<file path="src/rtl/branch_rs_unit_pkg.sv">
// Shared definitions for the branch reservation station: branch op codes,
// the "operand present" tag value and the op field width.
package branch_rs_unit_pkg;

    localparam int unsigned BR_OP_W  = 3;
    // A source tag of zero means the operand value is already held.
    localparam int unsigned TAG_FREE = 0;

    typedef enum logic [BR_OP_W-1:0] {
        BR_BEQ  = 3'b000,
        BR_BNE  = 3'b001,
        BR_BLT  = 3'b100,
        BR_BGE  = 3'b101,
        BR_BLTU = 3'b110,
        BR_BGEU = 3'b111
    } br_op_e;

endpackage

</file>
<file path="src/rtl/branch_rs_unit_cmp.sv">
// Combinational branch comparator: (op, a, b) -> taken.
// BLT/BGE compare signed, BLTU/BGEU unsigned; unknown op codes are not taken.
module branch_rs_unit_cmp
    import branch_rs_unit_pkg::*;
#(
    parameter int DATA_W = 32
) (
    input  logic [BR_OP_W-1:0] op_i,
    input  logic [DATA_W-1:0]  a_i,
    input  logic [DATA_W-1:0]  b_i,
    output logic               taken_o
);

    // Evaluate the branch condition selected by the op code.
    always_comb begin
        taken_o = 1'b0;
        case (op_i)
            BR_BEQ:  taken_o = (a_i == b_i);
            BR_BNE:  taken_o = (a_i != b_i);
            BR_BLT:  taken_o = ($signed(a_i) <  $signed(b_i));
            BR_BGE:  taken_o = ($signed(a_i) >= $signed(b_i));
            BR_BLTU: taken_o = (a_i <  b_i);
            BR_BGEU: taken_o = (a_i >= b_i);
            default: taken_o = 1'b0;
        endcase
    end

endmodule

</file>
<file path="src/rtl/branch_rs_unit.sv">
// Branch reservation station. Holds decoded conditional branches until both
// operands are known (snooping the CDBs), then issues the oldest ready entry
// through a registered valid/ready result port.
//
// Result handshake: res_valid/res_taken/res_offset/res_slot come straight from
// registers. While res_valid is high and res_ready is low they hold stable.
// A transfer happens on a rising edge where res_valid & res_ready; that edge
// frees the entry named by res_slot and may load the next result.
//
// Age bookkeeping: valid entries carry distinct ages 0..count-1, the largest
// being the oldest. Allocation inserts at age 0 and bumps everyone else; a free
// closes the gap by decrementing the entries older than the freed one.
module branch_rs_unit
    import branch_rs_unit_pkg::*;
#(
    parameter int DEPTH   = 4,
    parameter int DATA_W  = 32,
    parameter int TAG_W   = 4,
    parameter int ADDR_W  = 32,
    parameter int NUM_CDB = 2
) (
    input  logic                      exclk,
    input  logic                      rst,
    input  logic                      flush,
    input  logic                      alloc_valid,
    output logic                      alloc_ready,
    input  logic [BR_OP_W-1:0]        alloc_op,
    input  logic [TAG_W-1:0]          alloc_tag1,
    input  logic [TAG_W-1:0]          alloc_tag2,
    input  logic [DATA_W-1:0]         alloc_data1,
    input  logic [DATA_W-1:0]         alloc_data2,
    input  logic [ADDR_W-1:0]         alloc_offset,
    input  logic [NUM_CDB-1:0]        cdb_valid,
    input  logic [NUM_CDB*TAG_W-1:0]  cdb_tag,
    input  logic [NUM_CDB*DATA_W-1:0] cdb_data,
    output logic                      res_valid,
    input  logic                      res_ready,
    output logic                      res_taken,
    output logic [ADDR_W-1:0]         res_offset,
    output logic [$clog2(DEPTH)-1:0]  res_slot,
    output logic [$clog2(DEPTH):0]    count
);

    localparam int IDX_W = $clog2(DEPTH);
    localparam int CNT_W = IDX_W + 1;
    localparam logic [TAG_W-1:0] TAG_NONE = TAG_W'(TAG_FREE);

    // Entry storage
    logic                valid_q  [DEPTH];
    logic                valid_d  [DEPTH];
    logic                issued_q [DEPTH];
    logic                issued_d [DEPTH];
    logic [BR_OP_W-1:0]  op_q     [DEPTH];
    logic [BR_OP_W-1:0]  op_d     [DEPTH];
    logic [TAG_W-1:0]    tag1_q   [DEPTH];
    logic [TAG_W-1:0]    tag1_d   [DEPTH];
    logic [TAG_W-1:0]    tag2_q   [DEPTH];
    logic [TAG_W-1:0]    tag2_d   [DEPTH];
    logic [DATA_W-1:0]   data1_q  [DEPTH];
    logic [DATA_W-1:0]   data1_d  [DEPTH];
    logic [DATA_W-1:0]   data2_q  [DEPTH];
    logic [DATA_W-1:0]   data2_d  [DEPTH];
    logic [ADDR_W-1:0]   offset_q [DEPTH];
    logic [ADDR_W-1:0]   offset_d [DEPTH];
    logic [IDX_W-1:0]    age_q    [DEPTH];
    logic [IDX_W-1:0]    age_d    [DEPTH];

    // Result register and occupancy
    logic                res_valid_q, res_valid_d;
    logic                res_taken_q, res_taken_d;
    logic [ADDR_W-1:0]   res_offset_q, res_offset_d;
    logic [IDX_W-1:0]    res_slot_q, res_slot_d;
    logic [CNT_W-1:0]    count_q, count_d;

    // Wake-up results per entry (operands after this cycle's CDB snoop)
    logic [TAG_W-1:0]    wk_tag1  [DEPTH];
    logic [TAG_W-1:0]    wk_tag2  [DEPTH];
    logic [DATA_W-1:0]   wk_data1 [DEPTH];
    logic [DATA_W-1:0]   wk_data2 [DEPTH];

    // Allocation operands after same-cycle CDB bypass
    logic [TAG_W-1:0]    al_tag1, al_tag2;
    logic [DATA_W-1:0]   al_data1, al_data2;

    logic [DEPTH-1:0]    ready;
    logic                any_ready;
    logic [IDX_W-1:0]    sel_idx;
    logic [IDX_W-1:0]    sel_age;
    logic [IDX_W-1:0]    alloc_idx;
    logic [IDX_W-1:0]    free_age;
    logic                alloc_fire;
    logic                free_fire;
    logic                issue_fire;
    logic                cmp_taken;
    logic [BR_OP_W-1:0]  sel_op;
    logic [DATA_W-1:0]   sel_a, sel_b;

    // Lowest-index CDB carrying a nonzero matching tag; returns {hit, data}.
    function automatic logic [DATA_W:0] cdb_snoop(
        input logic [TAG_W-1:0]          tag,
        input logic [NUM_CDB-1:0]        bus_v,
        input logic [NUM_CDB*TAG_W-1:0]  bus_tag,
        input logic [NUM_CDB*DATA_W-1:0] bus_data
    );
        logic [DATA_W:0] r;
        r = '0;
        for (int b = NUM_CDB - 1; b >= 0; b--) begin
            if (bus_v[b] && (tag != TAG_NONE) && (bus_tag[b*TAG_W +: TAG_W] == tag)) begin
                r = {1'b1, bus_data[b*DATA_W +: DATA_W]};
            end
        end
        return r;
    endfunction

    assign alloc_ready = (count_q < CNT_W'(DEPTH));
    assign alloc_fire  = alloc_valid & alloc_ready;
    assign free_fire   = res_valid_q & res_ready;
    assign free_age    = age_q[res_slot_q];

    assign res_valid  = res_valid_q;
    assign res_taken  = res_taken_q;
    assign res_offset = res_offset_q;
    assign res_slot   = res_slot_q;
    assign count      = count_q;

    // Operand wake-up: pending tags of valid entries capture matching CDB data.
    always_comb begin
        logic [DATA_W:0] hit1, hit2;
        for (int i = 0; i < DEPTH; i++) begin
            hit1        = cdb_snoop(tag1_q[i], cdb_valid, cdb_tag, cdb_data);
            hit2        = cdb_snoop(tag2_q[i], cdb_valid, cdb_tag, cdb_data);
            wk_tag1[i]  = tag1_q[i];
            wk_data1[i] = data1_q[i];
            wk_tag2[i]  = tag2_q[i];
            wk_data2[i] = data2_q[i];
            if (valid_q[i] && hit1[DATA_W]) begin
                wk_tag1[i]  = TAG_NONE;
                wk_data1[i] = hit1[DATA_W-1:0];
            end
            if (valid_q[i] && hit2[DATA_W]) begin
                wk_tag2[i]  = TAG_NONE;
                wk_data2[i] = hit2[DATA_W-1:0];
            end
        end
    end

    // Same-cycle bypass of CDB results into an incoming allocation.
    always_comb begin
        logic [DATA_W:0] hit1, hit2;
        hit1     = cdb_snoop(alloc_tag1, cdb_valid, cdb_tag, cdb_data);
        hit2     = cdb_snoop(alloc_tag2, cdb_valid, cdb_tag, cdb_data);
        al_tag1  = hit1[DATA_W] ? TAG_NONE : alloc_tag1;
        al_data1 = hit1[DATA_W] ? hit1[DATA_W-1:0] : alloc_data1;
        al_tag2  = hit2[DATA_W] ? TAG_NONE : alloc_tag2;
        al_data2 = hit2[DATA_W] ? hit2[DATA_W-1:0] : alloc_data2;
    end

    // Oldest-ready select: largest age among entries with both operands present.
    always_comb begin
        any_ready = 1'b0;
        sel_idx   = '0;
        sel_age   = '0;
        for (int i = 0; i < DEPTH; i++) begin
            ready[i] = valid_q[i] & ~issued_q[i] &
                       (tag1_q[i] == TAG_NONE) & (tag2_q[i] == TAG_NONE);
            if (ready[i] && (!any_ready || (age_q[i] > sel_age))) begin
                any_ready = 1'b1;
                sel_idx   = IDX_W'(i);
                sel_age   = age_q[i];
            end
        end
    end

    assign issue_fire = any_ready & (~res_valid_q | res_ready);

    // Allocation slot: lowest-index entry that is currently invalid.
    always_comb begin
        alloc_idx = '0;
        for (int i = DEPTH - 1; i >= 0; i--) begin
            if (!valid_q[i]) begin
                alloc_idx = IDX_W'(i);
            end
        end
    end

    assign sel_op = op_q[sel_idx];
    assign sel_a  = data1_q[sel_idx];
    assign sel_b  = data2_q[sel_idx];

    branch_rs_unit_cmp #(
        .DATA_W (DATA_W)
    ) u_cmp (
        .op_i    (sel_op),
        .a_i     (sel_a),
        .b_i     (sel_b),
        .taken_o (cmp_taken)
    );

    // Entry next state: wake-up, issue mark, free, age maintenance, allocation.
    always_comb begin
        for (int i = 0; i < DEPTH; i++) begin
            valid_d[i]  = valid_q[i];
            issued_d[i] = issued_q[i];
            op_d[i]     = op_q[i];
            tag1_d[i]   = wk_tag1[i];
            data1_d[i]  = wk_data1[i];
            tag2_d[i]   = wk_tag2[i];
            data2_d[i]  = wk_data2[i];
            offset_d[i] = offset_q[i];
            age_d[i]    = age_q[i];
            // Free decrement first, then the allocation increment.
            if (valid_q[i]) begin
                if (free_fire && (age_q[i] > free_age)) begin
                    age_d[i] = age_q[i] - 1'b1;
                end
                if (alloc_fire) begin
                    age_d[i] = age_d[i] + 1'b1;
                end
            end
            if (issue_fire && (sel_idx == IDX_W'(i))) begin
                issued_d[i] = 1'b1;
            end
            if (free_fire && (res_slot_q == IDX_W'(i))) begin
                valid_d[i]  = 1'b0;
                issued_d[i] = 1'b0;
            end
            if (alloc_fire && (alloc_idx == IDX_W'(i))) begin
                valid_d[i]  = 1'b1;
                issued_d[i] = 1'b0;
                op_d[i]     = alloc_op;
                tag1_d[i]   = al_tag1;
                data1_d[i]  = al_data1;
                tag2_d[i]   = al_tag2;
                data2_d[i]  = al_data2;
                offset_d[i] = alloc_offset;
                age_d[i]    = '0;
            end
        end
    end

    // Result register and occupancy next state.
    always_comb begin
        res_valid_d  = res_valid_q;
        res_taken_d  = res_taken_q;
        res_offset_d = res_offset_q;
        res_slot_d   = res_slot_q;
        if (free_fire) begin
            res_valid_d = 1'b0;
        end
        if (issue_fire) begin
            res_valid_d  = 1'b1;
            res_taken_d  = cmp_taken;
            res_offset_d = offset_q[sel_idx];
            res_slot_d   = sel_idx;
        end
        count_d = count_q + CNT_W'(alloc_fire) - CNT_W'(free_fire);
    end

    // State register: async reset, flush clears control state and the result.
    always_ff @(posedge exclk or posedge rst) begin
        if (rst) begin
            for (int i = 0; i < DEPTH; i++) begin
                valid_q[i]  <= 1'b0;
                issued_q[i] <= 1'b0;
                op_q[i]     <= '0;
                tag1_q[i]   <= '0;
                data1_q[i]  <= '0;
                tag2_q[i]   <= '0;
                data2_q[i]  <= '0;
                offset_q[i] <= '0;
                age_q[i]    <= '0;
            end
            res_valid_q  <= 1'b0;
            res_taken_q  <= 1'b0;
            res_offset_q <= '0;
            res_slot_q   <= '0;
            count_q      <= '0;
        end else begin
            for (int i = 0; i < DEPTH; i++) begin
                op_q[i]     <= op_d[i];
                tag1_q[i]   <= tag1_d[i];
                data1_q[i]  <= data1_d[i];
                tag2_q[i]   <= tag2_d[i];
                data2_q[i]  <= data2_d[i];
                offset_q[i] <= offset_d[i];
                age_q[i]    <= age_d[i];
            end
            if (flush) begin
                for (int i = 0; i < DEPTH; i++) begin
                    valid_q[i]  <= 1'b0;
                    issued_q[i] <= 1'b0;
                end
                res_valid_q  <= 1'b0;
                res_taken_q  <= 1'b0;
                res_offset_q <= '0;
                res_slot_q   <= '0;
                count_q      <= '0;
            end else begin
                for (int i = 0; i < DEPTH; i++) begin
                    valid_q[i]  <= valid_d[i];
                    issued_q[i] <= issued_d[i];
                end
                res_valid_q  <= res_valid_d;
                res_taken_q  <= res_taken_d;
                res_offset_q <= res_offset_d;
                res_slot_q   <= res_slot_d;
                count_q      <= count_d;
            end
        end
    end

endmodule
</file>
<file path="config.mk">
export PLATFORM = sky130hd
export DESIGN_NAME = branch_rs_unit
export DESIGN_NICKNAME = d
export VERILOG_FILES = /design/src/rtl/branch_rs_unit_pkg.sv /design/src/rtl/branch_rs_unit_cmp.sv /design/src/rtl/branch_rs_unit.sv
export SDC_FILE = /design/constraint.sdc
export NUM_CORES = 2
export LEC_CHECK = 0
export CAP_MARGIN = 10
export CORE_AREA = 2 2 272 274
export CTS_BUF_LIST = sky130_fd_sc_hd__clkbuf_4 sky130_fd_sc_hd__clkbuf_8 sky130_fd_sc_hd__clkbuf_16
export CTS_CLUSTER_SIZE = 25
export DETAILED_ROUTE_END_ITERATION = 10
export DIE_AREA = 0 0 274 276
export PLACE_DENSITY_LB_ADDON = 0.12
export SLEW_MARGIN = 20
export SYNTH_ARGS = -nofsm -noshare
export SYNTH_HDL_FRONTEND = slang
export SYNTH_SLANG_ARGS = --single-unit
export TNS_END_PERCENT = 50
</file>
<file path="constraint.sdc">
create_clock -name exclk -period 20.1 [get_ports exclk]
set_clock_uncertainty 0.1 [all_clocks]
set_input_delay 4.02 -clock exclk [delete_from_list [all_inputs] [get_ports exclk]]
set_output_delay 4.02 -clock exclk [all_outputs]
set_load 0.01 [all_outputs]
</file>
==> qor.yml <==
cts_setup_buffers: 0
dp_hpwl_um: 66940
fillers: 7303
dr.first_iter.drc_count: 2221
rsz0062_at_grt: "no"
drc: 0
worst-r2r-setup-slack_ps: 9980
row_count: 99
min_period_ps: 10120
syn_to_final_growth_pct: 15.93
grt_pass1_wl_um: 165300
post-route-period-util_pct: 50.33
regArea_mm2: 0.01209
grt_use_met1_pct: 38.58
hold_class: "reg2reg"
hold-path-cell-count: 2
peakVddDrop_v: 0.00006852
grtUsageMet2_pct: 45.43
dieArea_mm2: 0.07562
die_y_um: 276
cts_tree: "built"
top_usage_layer: "met2"
run_status: "completed"
r2r-start: "tag1_q[13]"
rr_endpoint: "res_taken"
critPathKind: "reg2reg"
synth_cell_type_count: 63
routabilityCongestion: 0.8570
cts.sinks: 483
gr-total-overflow: 0
grt.total_usage_pct: 28.30
h-tree-depth: 2
drive_gt1_share_pct: 5.909
powerDensity_mw_per_mm2: 107.8
fin_nets: 3982
worstPathArrival_ps: 10520
syn-instance-count: 3757
path_buf_inv: 2
crit_fanout: 41
finalMaxSlewViolations: 0
yosysSeqAreaShare_pct: 40.74
slowest_stage: "and3_1"
port_buffers: 225
synth_edf_count: 0
hold_path_startpoint: "offset_q[94]"
clockBufferDepth: 3
power.leakage_nw: 14.59
antenna_found_initial: 8
die_w_um: 274
ys_seq_elements: 483
total_power_mw: 3.706
grt_max_degree: 165
clkTransAtPathRegs_ps: 60
setup_viol: 0
viasPerCell: 5.611
core-area_mm2: 0.07259
cap_viol_max_count: 0
synth_area_mm2: 0.02967
cts_made_buffers: 57
dr.pass1.iters: 5
wl_per_cell_um: 22.52
cp_slowest_stage_delay_ps: 530
synth_warnings: 0
vias: 26690
setup_tns_ps: 0
finalHoldViolations: 0
clockRootBuffer: "clkbuf_16"
clock.fmax_mhz: 98.84
post_cts_resized: 0
met3_usage_pct: 3.483
max_slew_margin_pct: 30.26
crit_path_end_kind: "flip-flop"
synth_fp_nets: 3992
clkLatencyLatePin_ps: 630
hold_buffers: 0
cp_common_cell: "o21ai_0"
required_ps: 20500
synth.avg_cell_area_um2: 7.896
io_pins: 226
worst_pin_slew_ps: 1043
finalNonFillerCells: 4756
crit_family: "simple AND/OR/NAND/NOR gates"
fin_util_pct: 47.38
synthFlopType: "dfrtp_1"
start_kind: "flip-flop"
initial_core_util_pct: 40.87
synth-async-reset-ratio_pct: 100.0
ant_nets: 0
grt_pass1_vias: 25680
startpoint: "tag1_q[13]"
whs_endpoint: "offset_q[94]"
multi_input_area_mm2: 0.01639
drt-total-wl_um: 107100
r2r_cells: 34
place_inst: 4647
power breakdown:
part           switching (mW)  internal [mW]
logic                   0.708          0.479
registers               0.204           1.28
clock network           0.437          0.602
total                    1.35           2.36
layer usage:
metal | share of wire, % | vias up | wire length [um]
met3 | 4.9 | 190 | 5208
li1 | - | 12950 | -
met4 | 4.3 | 2 | 4620
met5 | 0.0075 | - | 8
met1 | 45 | 12800 | 48110
met2 | 46 | 751 | 49150
Yosys cell counts, drive strengths merged (13+ instances only):
cell type | instances | area (um2)
xnor2 | 60 | 525.5
nor3 | 39 | 200.2
nand3 | 48 | 240.2
o211ai | 34 | 255.2
and3 | 68 | 425.4
nor2b | 13 | 81.33
dfrtp | 483 | 12090
o22ai | 39 | 244.0
or3 | 35 | 219.0
clkbuf | 303 | 1137
a21oi | 430 | 2156
o21ai | 422 | 2116
nor2 | 297 | 1122
a22o | 28 | 245.2
nand4 | 23 | 143.9
a211oi | 36 | 275.3
ha | 48 | 600.6
nand2 | 869 | 3262
inv | 20 | 75.07
mux2i | 321 | 3213
buf | 56 | 244.0
state kept, by name, summed over array words and instances, names as in the netlist:
name	cells
age_q	8
count	3
data1_q	128
data2_q	128
issued_q	4
offset_q	128
op_q	12
res_offset	32
res_slot	2
res_taken	1
res_valid	1
tag1_q	16
tag2_q	16
valid_q	4
kinds of logic after synthesis:
logic type	Yosys count	share of synthesized area, %
and+or+nand+nor	1418	19.97
AOI/OAI and AO/OA	1036	19.25
DFF	483	40.74
buffers and inverters	379	4.909
muxes	325	11.06
xor gates and xnor gates	67	1.978
adders and majority gates	49	2.092
cell type report:
type,count,share of cell area (%)
Clock inverter,18,0.4184
Clock buffer,85,4.995
Timing Repair Buffer,290,8.025
Tap cell,959,3.489
Antenna cell,6,0.04366
Sequential cell,483,35.14
Multi-Input combinational cell,2895,47.65
Inverter,20,0.2401
worst register-to-register path: cells and delay by family (launching register included):
family / cells / cell delay, ps
buffers and inverters: 2 / 910
and+or+nand+nor: 13 / 3940
adders and majority gates: 4 / 1240
muxes: 1 / 160
DFF: 1 / 430
AOI/OAI and AO/OA: 14 / 3240
through the flow:
| stage | setup WS (ps) | hold slack, ps | area (um2) |
|---|---|---|---|
| floorplan | 2502 | 336.9 | 29670 |
| global placement | 10350 | 349.1 | 32520 |
| CTS | 10130 | 369.6 | 34380 |
| detailed placement | 10180 | 355.0 | 32520 |
| finish | 9983 | 366.5 | 34390 |
| global route | 9324 | 383.4 | 34390 |
worst max path at each step:
| stage | end | slack (ps) | cells after the start |
|---|---|---|---|
| global route | res_taken | 9320 | 33 |
| detailed placement | res_taken | 10180 | 33 |
| CTS | res_taken | 10130 | 34 |
| global placement | res_taken | 10350 | 32 |
| finish | res_taken | 9980 | 34 |
| floorplan | age_q[0] | 2500 | 1 |
placed cells by master (no fill, tap or decap), types with 4 or more instances in the layout:
| master | n |
|---|---|
| buf_4 | 63 |
| xor2_1 | 7 |
| o211ai_1 | 34 |
| o21ai_1 | 17 |
| a21o_1 | 11 |
| a21oi_1 | 423 |
| nor3b_1 | 4 |
| a211oi_1 | 35 |
| a22o_1 | 28 |
| clkbuf_8 | 13 |
| ha_1 | 48 |
| dfrtp_1 | 483 |
| nor2_1 | 284 |
| o22ai_1 | 38 |
| nand2b_1 | 4 |
| a32o_1 | 4 |
| a21oi_4 | 6 |
| o21ai_0 | 403 |
| nor2b_1 | 13 |
| or2_2 | 4 |
| nor3_1 | 37 |
| clkbuf_16 | 57 |
| xnor2_1 | 60 |
| nor4_4 | 4 |
| mux2i_1 | 321 |
| a31oi_1 | 6 |
| nand3_1 | 48 |
| clkbuf_4 | 15 |
| clkdlybuf4s50_1 | 224 |
| nand2_1 | 868 |
| nand4_1 | 23 |
| and3_1 | 68 |
| diode_2 | 6 |
| or3_1 | 35 |
| inv_1 | 18 |
| clkinv_2 | 13 |
| nor2_4 | 13 |
Note: power is estimated with default switching activity, not from simulation.
